`src/rtl/spi_bridge_pkg.sv`:
```
//-----------------------------------------------------------------------------
// Module   : spi_bridge_pkg
// Brief    : Opcodes, FSM state encoding and default response words for
//            the SPI command bridge.
// Revision : 1.0 - initial release
//-----------------------------------------------------------------------------
`default_nettype none

package spi_bridge_pkg;

    localparam logic [7:0]  c_op_fifo_rd = 8'h01;
    localparam logic [7:0]  c_op_status  = 8'h02;
    localparam logic [7:0]  c_op_ctrl_wr = 8'h03;
    localparam logic [7:0]  c_op_idle    = 8'hFF;

    localparam logic [15:0] c_cmd_idle   = 16'hFFFF;
    localparam logic [15:0] c_empty_word = 16'hFFFF;
    localparam logic [15:0] c_err_word   = 16'hDEAD;

    typedef enum logic [1:0] {
        ST_IDLE = 2'd0,
        ST_CMD  = 2'd1,
        ST_DATA = 2'd2
    } state_t;

endpackage

`default_nettype wire

```
`src/rtl/spi_rdmux.sv`:
```
//-----------------------------------------------------------------------------
// Module   : spi_rdmux
// Brief    : Registered channel select over the packet FIFO heads with a
//            bounds check; a load bypasses the register in the same clk.
// Revision : 1.0 - initial release
//-----------------------------------------------------------------------------
`default_nettype none

module spi_rdmux
    import spi_bridge_pkg::*;
#(
    parameter int DW   = 16,
    parameter int N_CH = 2
) (
    input  logic                 clk,
    input  logic                 rst_n,
    input  logic                 ch_load,
    input  logic [7:0]           ch_in,
    input  logic [N_CH-1:0]      fifo_empty,
    input  logic [N_CH*DW-1:0]   fifo_rdata,
    output logic                 sel_valid,
    output logic [DW-1:0]        sel_data,
    output logic [N_CH-1:0]      sel_onehot
);

    logic [7:0] ch_q;
    logic [7:0] ch_d;

    assign ch_d = ch_load ? ch_in : ch_q;

    always_ff @(posedge clk or negedge rst_n) begin
        if (!rst_n) begin
            ch_q <= 8'hFF;
        end else begin
            ch_q <= ch_d;
        end
    end

    // Out-of-range channels match no loop index and fall through as invalid.
    always_comb begin
        sel_valid  = 1'b0;
        sel_data   = '0;
        sel_onehot = '0;
        for (int k = 0; k < N_CH; k++) begin
            if (ch_d == 8'(k)) begin
                sel_data      = fifo_rdata[k*DW +: DW];
                sel_valid     = ~fifo_empty[k];
                sel_onehot[k] = ~fifo_empty[k];
            end
        end
    end

endmodule

`default_nettype wire

```
`src/rtl/spi_cmd_bridge.sv`:
```
//-----------------------------------------------------------------------------
// Module   : spi_cmd_bridge
// Brief    : Word-level SPI command bridge to N_CH packet FIFOs and a control
//            register. Build option SPI_BRIDGE_POPCNT_EN adds a pop counter.
// Revision : 1.0 - initial release
//-----------------------------------------------------------------------------
`default_nettype none

module spi_cmd_bridge
    import spi_bridge_pkg::*;
#(
    parameter int            DW         = 16,
    parameter int            N_CH       = 2,
    parameter logic [DW-1:0] EMPTY_WORD = c_empty_word,
    parameter logic [DW-1:0] ERR_WORD   = c_err_word
) (
    input  logic                 clk,
    input  logic                 rst_n,
    input  logic                 ss,
    input  logic                 spi_done,
    input  logic [DW-1:0]        rx_data,
    output logic [DW-1:0]        tx_data,
    input  logic [N_CH-1:0]      fifo_empty,
    input  logic [N_CH*DW-1:0]   fifo_rdata,
    output logic [N_CH-1:0]      fifo_re,
    output logic [DW-1:0]        ctrl,
    output logic                 busy
);

    state_t          state_q, state_d;
    logic [15:0]     cmd_q, cmd_d;
    logic [DW-1:0]   tx_q, tx_d;
    logic [DW-1:0]   ctrl_q, ctrl_d;
    logic [N_CH-1:0] fifo_re_q, fifo_re_d;
    logic [1:0]      data_cnt_q, data_cnt_d;
    logic            done_q, ss_prev_q, busy_q;

    logic            done_rise, respond, first_word, ch_load, sel_valid;
    logic [7:0]      opcode;
    logic [DW-1:0]   sel_data, status_w2;
    logic [N_CH-1:0] sel_onehot;

    assign done_rise  = spi_done & ~done_q;
    assign first_word = (state_q == ST_CMD);
    assign respond    = done_rise & ~ss & (state_q != ST_IDLE);
    assign ch_load    = respond & first_word;
    // The command word is still on rx_data while it is being decoded.
    assign opcode     = first_word ? rx_data[15:8] : cmd_q[15:8];

    spi_rdmux #(
        .DW   (DW),
        .N_CH (N_CH)
    ) u_rdmux (
        .clk        (clk),
        .rst_n      (rst_n),
        .ch_load    (ch_load),
        .ch_in      (rx_data[7:0]),
        .fifo_empty (fifo_empty),
        .fifo_rdata (fifo_rdata),
        .sel_valid  (sel_valid),
        .sel_data   (sel_data),
        .sel_onehot (sel_onehot)
    );

    always_comb begin
        state_d    = state_q;
        cmd_d      = cmd_q;
        tx_d       = tx_q;
        ctrl_d     = ctrl_q;
        fifo_re_d  = '0;
        data_cnt_d = data_cnt_q;

        case (state_q)
            ST_IDLE: begin
                cmd_d      = c_cmd_idle;
                tx_d       = EMPTY_WORD;
                data_cnt_d = '0;
                // Require a fresh ss fall so a reset mid-transaction cannot resync onto data.
                if (!ss && ss_prev_q) begin
                    state_d = ST_CMD;
                end
            end
            ST_CMD: begin
                if (respond) begin
                    cmd_d   = rx_data[15:0];
                    state_d = ST_DATA;
                end
            end
            ST_DATA: begin
                if (respond && data_cnt_q != 2'd2) begin
                    data_cnt_d = data_cnt_q + 2'd1;
                end
            end
            default: state_d = ST_IDLE;
        endcase

        if (respond) begin
            case (opcode)
                c_op_fifo_rd: begin
                    if (sel_valid) begin
                        tx_d      = sel_data;
                        fifo_re_d = sel_onehot;
                    end else begin
                        tx_d = EMPTY_WORD;
                    end
                end
                c_op_status: begin
                    tx_d = '0;
                    if (first_word) begin
                        tx_d[N_CH-1:0] = fifo_empty;
                    end else if (data_cnt_q == 2'd0) begin
                        tx_d = status_w2;
                    end
                end
                c_op_ctrl_wr: begin
                    if (!first_word && data_cnt_q == 2'd0) begin
                        ctrl_d = rx_data;
                        tx_d   = rx_data;
                    end else begin
                        tx_d = ctrl_q;
                    end
                end
                c_op_idle: tx_d = EMPTY_WORD;
                default:   tx_d = ERR_WORD;
            endcase
        end

        if (ss) begin
            state_d    = ST_IDLE;
            cmd_d      = c_cmd_idle;
            tx_d       = EMPTY_WORD;
            data_cnt_d = '0;
        end
    end

    always_ff @(posedge clk or negedge rst_n) begin
        if (!rst_n) begin
            state_q    <= ST_IDLE;
            cmd_q      <= c_cmd_idle;
            tx_q       <= EMPTY_WORD;
            ctrl_q     <= '0;
            fifo_re_q  <= '0;
            data_cnt_q <= '0;
            done_q     <= 1'b0;
            ss_prev_q  <= 1'b0;
            busy_q     <= 1'b0;
        end else begin
            state_q    <= state_d;
            cmd_q      <= cmd_d;
            tx_q       <= tx_d;
            ctrl_q     <= ctrl_d;
            fifo_re_q  <= fifo_re_d;
            data_cnt_q <= data_cnt_d;
            done_q     <= spi_done;
            ss_prev_q  <= ss;
            busy_q     <= (state_d != ST_IDLE);
        end
    end

    assign fifo_re = fifo_re_q & {N_CH{~ss}};
    assign tx_data = tx_q;
    assign ctrl    = ctrl_q;
    assign busy    = busy_q;

`ifdef SPI_BRIDGE_POPCNT_EN
    logic [15:0] popcnt_q, popcnt_d;
    logic        popcnt_clr;

    // Second STATUS data word has just been shifted out.
    assign popcnt_clr = respond && !first_word && (opcode == c_op_status) && (data_cnt_q == 2'd1);

    always_comb begin
        popcnt_d = popcnt_q;
        if (popcnt_clr) begin
            popcnt_d = '0;
        end else if ((|fifo_re) && (popcnt_q != 16'hFFFF)) begin
            popcnt_d = popcnt_q + 16'd1;
        end
    end

    always_ff @(posedge clk or negedge rst_n) begin
        if (!rst_n) begin
            popcnt_q <= '0;
        end else begin
            popcnt_q <= popcnt_d;
        end
    end

    assign status_w2 = DW'(popcnt_q);
`else
    assign status_w2 = '0;
`endif

endmodule

`default_nettype wire

```
`config.mk`:
```
export PLATFORM = sky130hd
export DESIGN_NAME = spi_cmd_bridge
export DESIGN_NICKNAME = d
export VERILOG_FILES = /design/src/rtl/spi_bridge_pkg.sv /design/src/rtl/spi_rdmux.sv /design/src/rtl/spi_cmd_bridge.sv
export SDC_FILE = /design/constraint.sdc
export NUM_CORES = 1
export LEC_CHECK = 0
export BUFFER_PORTS_ARGS = -buffer_cell sky130_fd_sc_hd__buf_4
export CAP_MARGIN = 5
export CORE_UTILIZATION = 46
export CTS_BUF_LIST = sky130_fd_sc_hd__clkbuf_16
export DETAILED_ROUTE_END_ITERATION = 7
export PLACE_DENSITY = 0.72
export SLEW_MARGIN = 20
export SYNTH_ARGS = -nofsm -noshare
export SYNTH_HDL_FRONTEND = slang
export SYNTH_SLANG_ARGS = --single-unit
```
`constraint.sdc`:
```
create_clock -name clk -period 3 [get_ports clk]
set_input_delay 0.3 -clock clk [delete_from_list [all_inputs] [get_ports clk]]
set_output_delay 0.3 -clock clk [all_outputs]
set_load 0.005 [all_outputs]
```
==> run summary <==
Critical Path RT -> 3.25 ns
Final min period -> 2.531 ns
Clk buf depth -> 2
Fin area -> 0.004238 sq mm
Max-slew headroom at the worst pin -> 0.4434
R2R cell count -> 7
Register area share after synthesis -> 0.4515
Vias in the first global route -> 2746
Root Buffer -> clkbuf_16
Adder-Cell Fraction of Synth Area -> 0.007704
Post-Synth XOR/XNOR Area -> 0
Post-Route WL -> 8.665 mm
DR vias -> 2932
Post-DP Area -> 0.003986 sq mm
Non-Filler Instances -> 525
Setup crit end kind -> register
Synth Flop Type -> dfstp_2
GR Overflow Total -> 0
GRT Total Usage -> 0.2431
Final GP Congestion -> 0.8201
Core area -> 0.006794 sq mm
EDFF count, synth -> 0
Vias/cell -> 5.585
Largest net degree at the start of global routing -> 58
CTS sink cnt -> 57
Antenna-violating nets left -> 0
Post-Syn Instances -> 336
F_max -> 395.1 MHz
Period utilisation layout -> 0.8437
Syn avg cell area -> 9.667 sq um
Flop2flop setup slack -> 0.47 ns
Outcome -> completed
Setup crit start kind -> register
Die Width -> 86.03 um
Die height -> 86.03 um
Drc violations -> 0
H-tree levels -> 3
Power consumption -> 2.085 mW
Fin. Hold Viols -> 0
Worst Tran Pin Value -> 0.8318 ns
WS Path Type -> reg2reg
Reg clk slew, reported paths -> 0.05 ns
# IOs -> 89
Die area -> 0.007401 sq mm
Final setup violation count -> 0
Antenna cells -> 0
Crit path DAT -> 2.78 ns
RSZ-0062 raised after global routing -> no
Yosys cell types -> 50
Initial antenna violation count -> 0
# hold bufs at CTS -> 0
Reg2reg end -> tx_data[6]
Routed wire per std cell -> 16.50 um
Layout net count -> 480
Worst Skew -> 0.005128 ns
Synth async-reset ratio -> 1.000
Worst hold path type -> in2async
Half-perimeter wire length after detailed placement -> 6.230 mm
DR pass1 iterations -> 4
Clock Latency Late Sink -> 0.33 ns
Post-synthesis mux area share -> 0.1194
Worst r2r src -> state_q[0]
Yosys warnings -> 0
TNS Setup -> 0 ns
Buffers on Ports -> 88
Area of the mapped netlist -> 0.003248 sq mm
Slew Limit Fails -> 0
Flops & latches, synth -> 57
1st-iter DRT viols -> 125
CTS Buf Count -> 9
Simple-Gate Fraction of Synth Area -> 0.2200
Post-Syn Nets -> 392
Max FO, Critical Path -> 11
Largest family of logic cells by synthesized area -> simple AND/OR/NAND/NOR gates
Post-synthesis compound-gate area fraction -> 0.1583
Post-cts gate resize count -> 0
Starting Density -> 0.4781
Power per cell area -> 491.9 mW/mm^2
First-pass GRT wire length -> 13.54 mm
Worst vdd ir -> 0.2718 mV
MaxCap Viol Count -> 0
Syn-to-layout area delta -> 30.47%
CTS tree -> done
Leakage -> 1.895 nW
Dpl cells -> 509
Row cnt -> 30
Layout cells sized above 1 -> 0.3823
# Post-CTS Setup Buffers -> 0
==> registers in the layout (all words and copies together) (netlist names), 2 cells and up <==
name and cells:
fifo_re_q 2, u_rdmux.ch_q 8, data_cnt_q 2, cmd_q 8, ctrl 16, tx_data 16, state_q 2
==> cells by family after synthesis <==
logic type / Yosys count
mux: 33
simple gates: 152
buf+inv: 26
fa+ha+maj: 2
compound gates: 66
flops: 57
==> power by group <==
part / leakage, nW / switching, mW / internal, mW
Combinational: 1.08 / 0.192 / 0.151
Clock: 0.141 / 0.327 / 0.535
Sequential: 0.676 / 0.0342 / 0.845
Total: 1.89 / 0.553 / 1.53
==> through the flow <==
step / utilization / setup WS, ns / hold slack [ns]
2_1_floorplan: - / 0.5232 / 0.004409
3_3_place_gp: 0.5867 / 0.4382 / 0.4008
3_5_place_dp: 0.5867 / 0.4057 / 0.3996
4_1_cts: 0.6238 / 0.4862 / 0.05164
5_1_grt: 0.6238 / 0.3511 / 0.08764
6_report: 0.6238 / 0.4689 / 0.02892
==> cell usage after synthesis, types with 2 or more instances <==
cell	count	area share
mux2i_1	17	0.052
or4_1	2	0.0046
o32a_1	11	0.034
dfstp_2	32	0.26
buf_2	6	0.0092
o2bb2ai_1	2	0.0054
or2_1	2	0.0039
nand3_1	4	0.0062
a21oi_1	19	0.029
nor2b_1	3	0.0058
or3_1	2	0.0039
o21ai_0	2	0.0031
inv_1	5	0.0058
ha_1	2	0.0077
and3_1	2	0.0039
nand4_1	3	0.0058
o21a_1	13	0.030
clkbuf_1	10	0.012
mux2_2	6	0.021
o221a_2	5	0.017
nand2_1	57	0.066
a221o_1	6	0.018
mux2_4	10	0.046
nor3_1	19	0.029
nor3b_1	2	0.0046
nand2b_1	3	0.0058
nor2_1	39	0.045
nor4_1	4	0.0077
buf_6	2	0.0069
dfrtp_1	25	0.19
nand3b_1	2	0.0046
==> final cells by class <==
type,count,area (sq um)
Inverter,5,18.77
Sequential cell,57,1466
Clock buffer,9,225.2
Fill cell,603,2556
Multi-Input combinational cell,253,1645
Tap cell,96,120.1
Clock inverter,7,26.28
Timing Repair Buffer,98,735.7
==> worst max path at each step <==
stage                 from     endpoint  slack [ns]  depth (start not counted)
2_1_floorplan  rx_data[13]     ctrl[10]        0.52                          7
3_3_place_gp   rx_data[13]  tx_data[15]        0.44                          6
3_5_place_dp   rx_data[13]   tx_data[7]        0.41                          6
4_1_cts         state_q[0]   tx_data[6]        0.49                          7
5_1_grt         state_q[0]  tx_data[14]        0.35                          6
6_report        state_q[0]   tx_data[6]        0.47                          7
==> layer usage <==
metal | part of all wire | up-vias | global-route usage
met5 | 0 | - | 0
met4 | 0.017 | 0 | 0.1197
met3 | 0.050 | 11 | 0.04235
met2 | 0.46 | 90 | 0.3846
met1 | 0.47 | 1438 | 0.3225
li1 | - | 1393 | -
==> critical path: stages (launching register included) <==
cell and delay [ns]:
dfrtp_1 0.50, or3b_1 0.40, nor2_1 0.36, buf_4 0.24, o32ai_1 0.11, and3_1 0.25
a221o_1 0.37, o221a_2 0.22
==> layout by cell type, fill, tap and decap left out, types with 2 or more instances in the layout <==
master     count
nor3b_1        2
mux2_4        10
clkbuf_16      9
or3_1          2
o221a_2        5
nor3_1        19
o32a_1        11
or2_1          2
mux2_2         6
nor4_1         4
a221o_1        6
clkinv_1       2
inv_1         10
nand3_1        4
nand3b_1       2
o21a_1        13
o2bb2ai_1      2
ha_1           2
and3_1         2
nand2_1       57
dfrtp_1       25
o21ai_0        2
dfstp_2       32
nand4_1        3
or4_1          2
mux2i_1       16
buf_4         98
a21oi_1       19
nand2b_1       3
nor2b_1        3
nor2_1        39
Note: power is estimated with default switching activity, not from simulation.
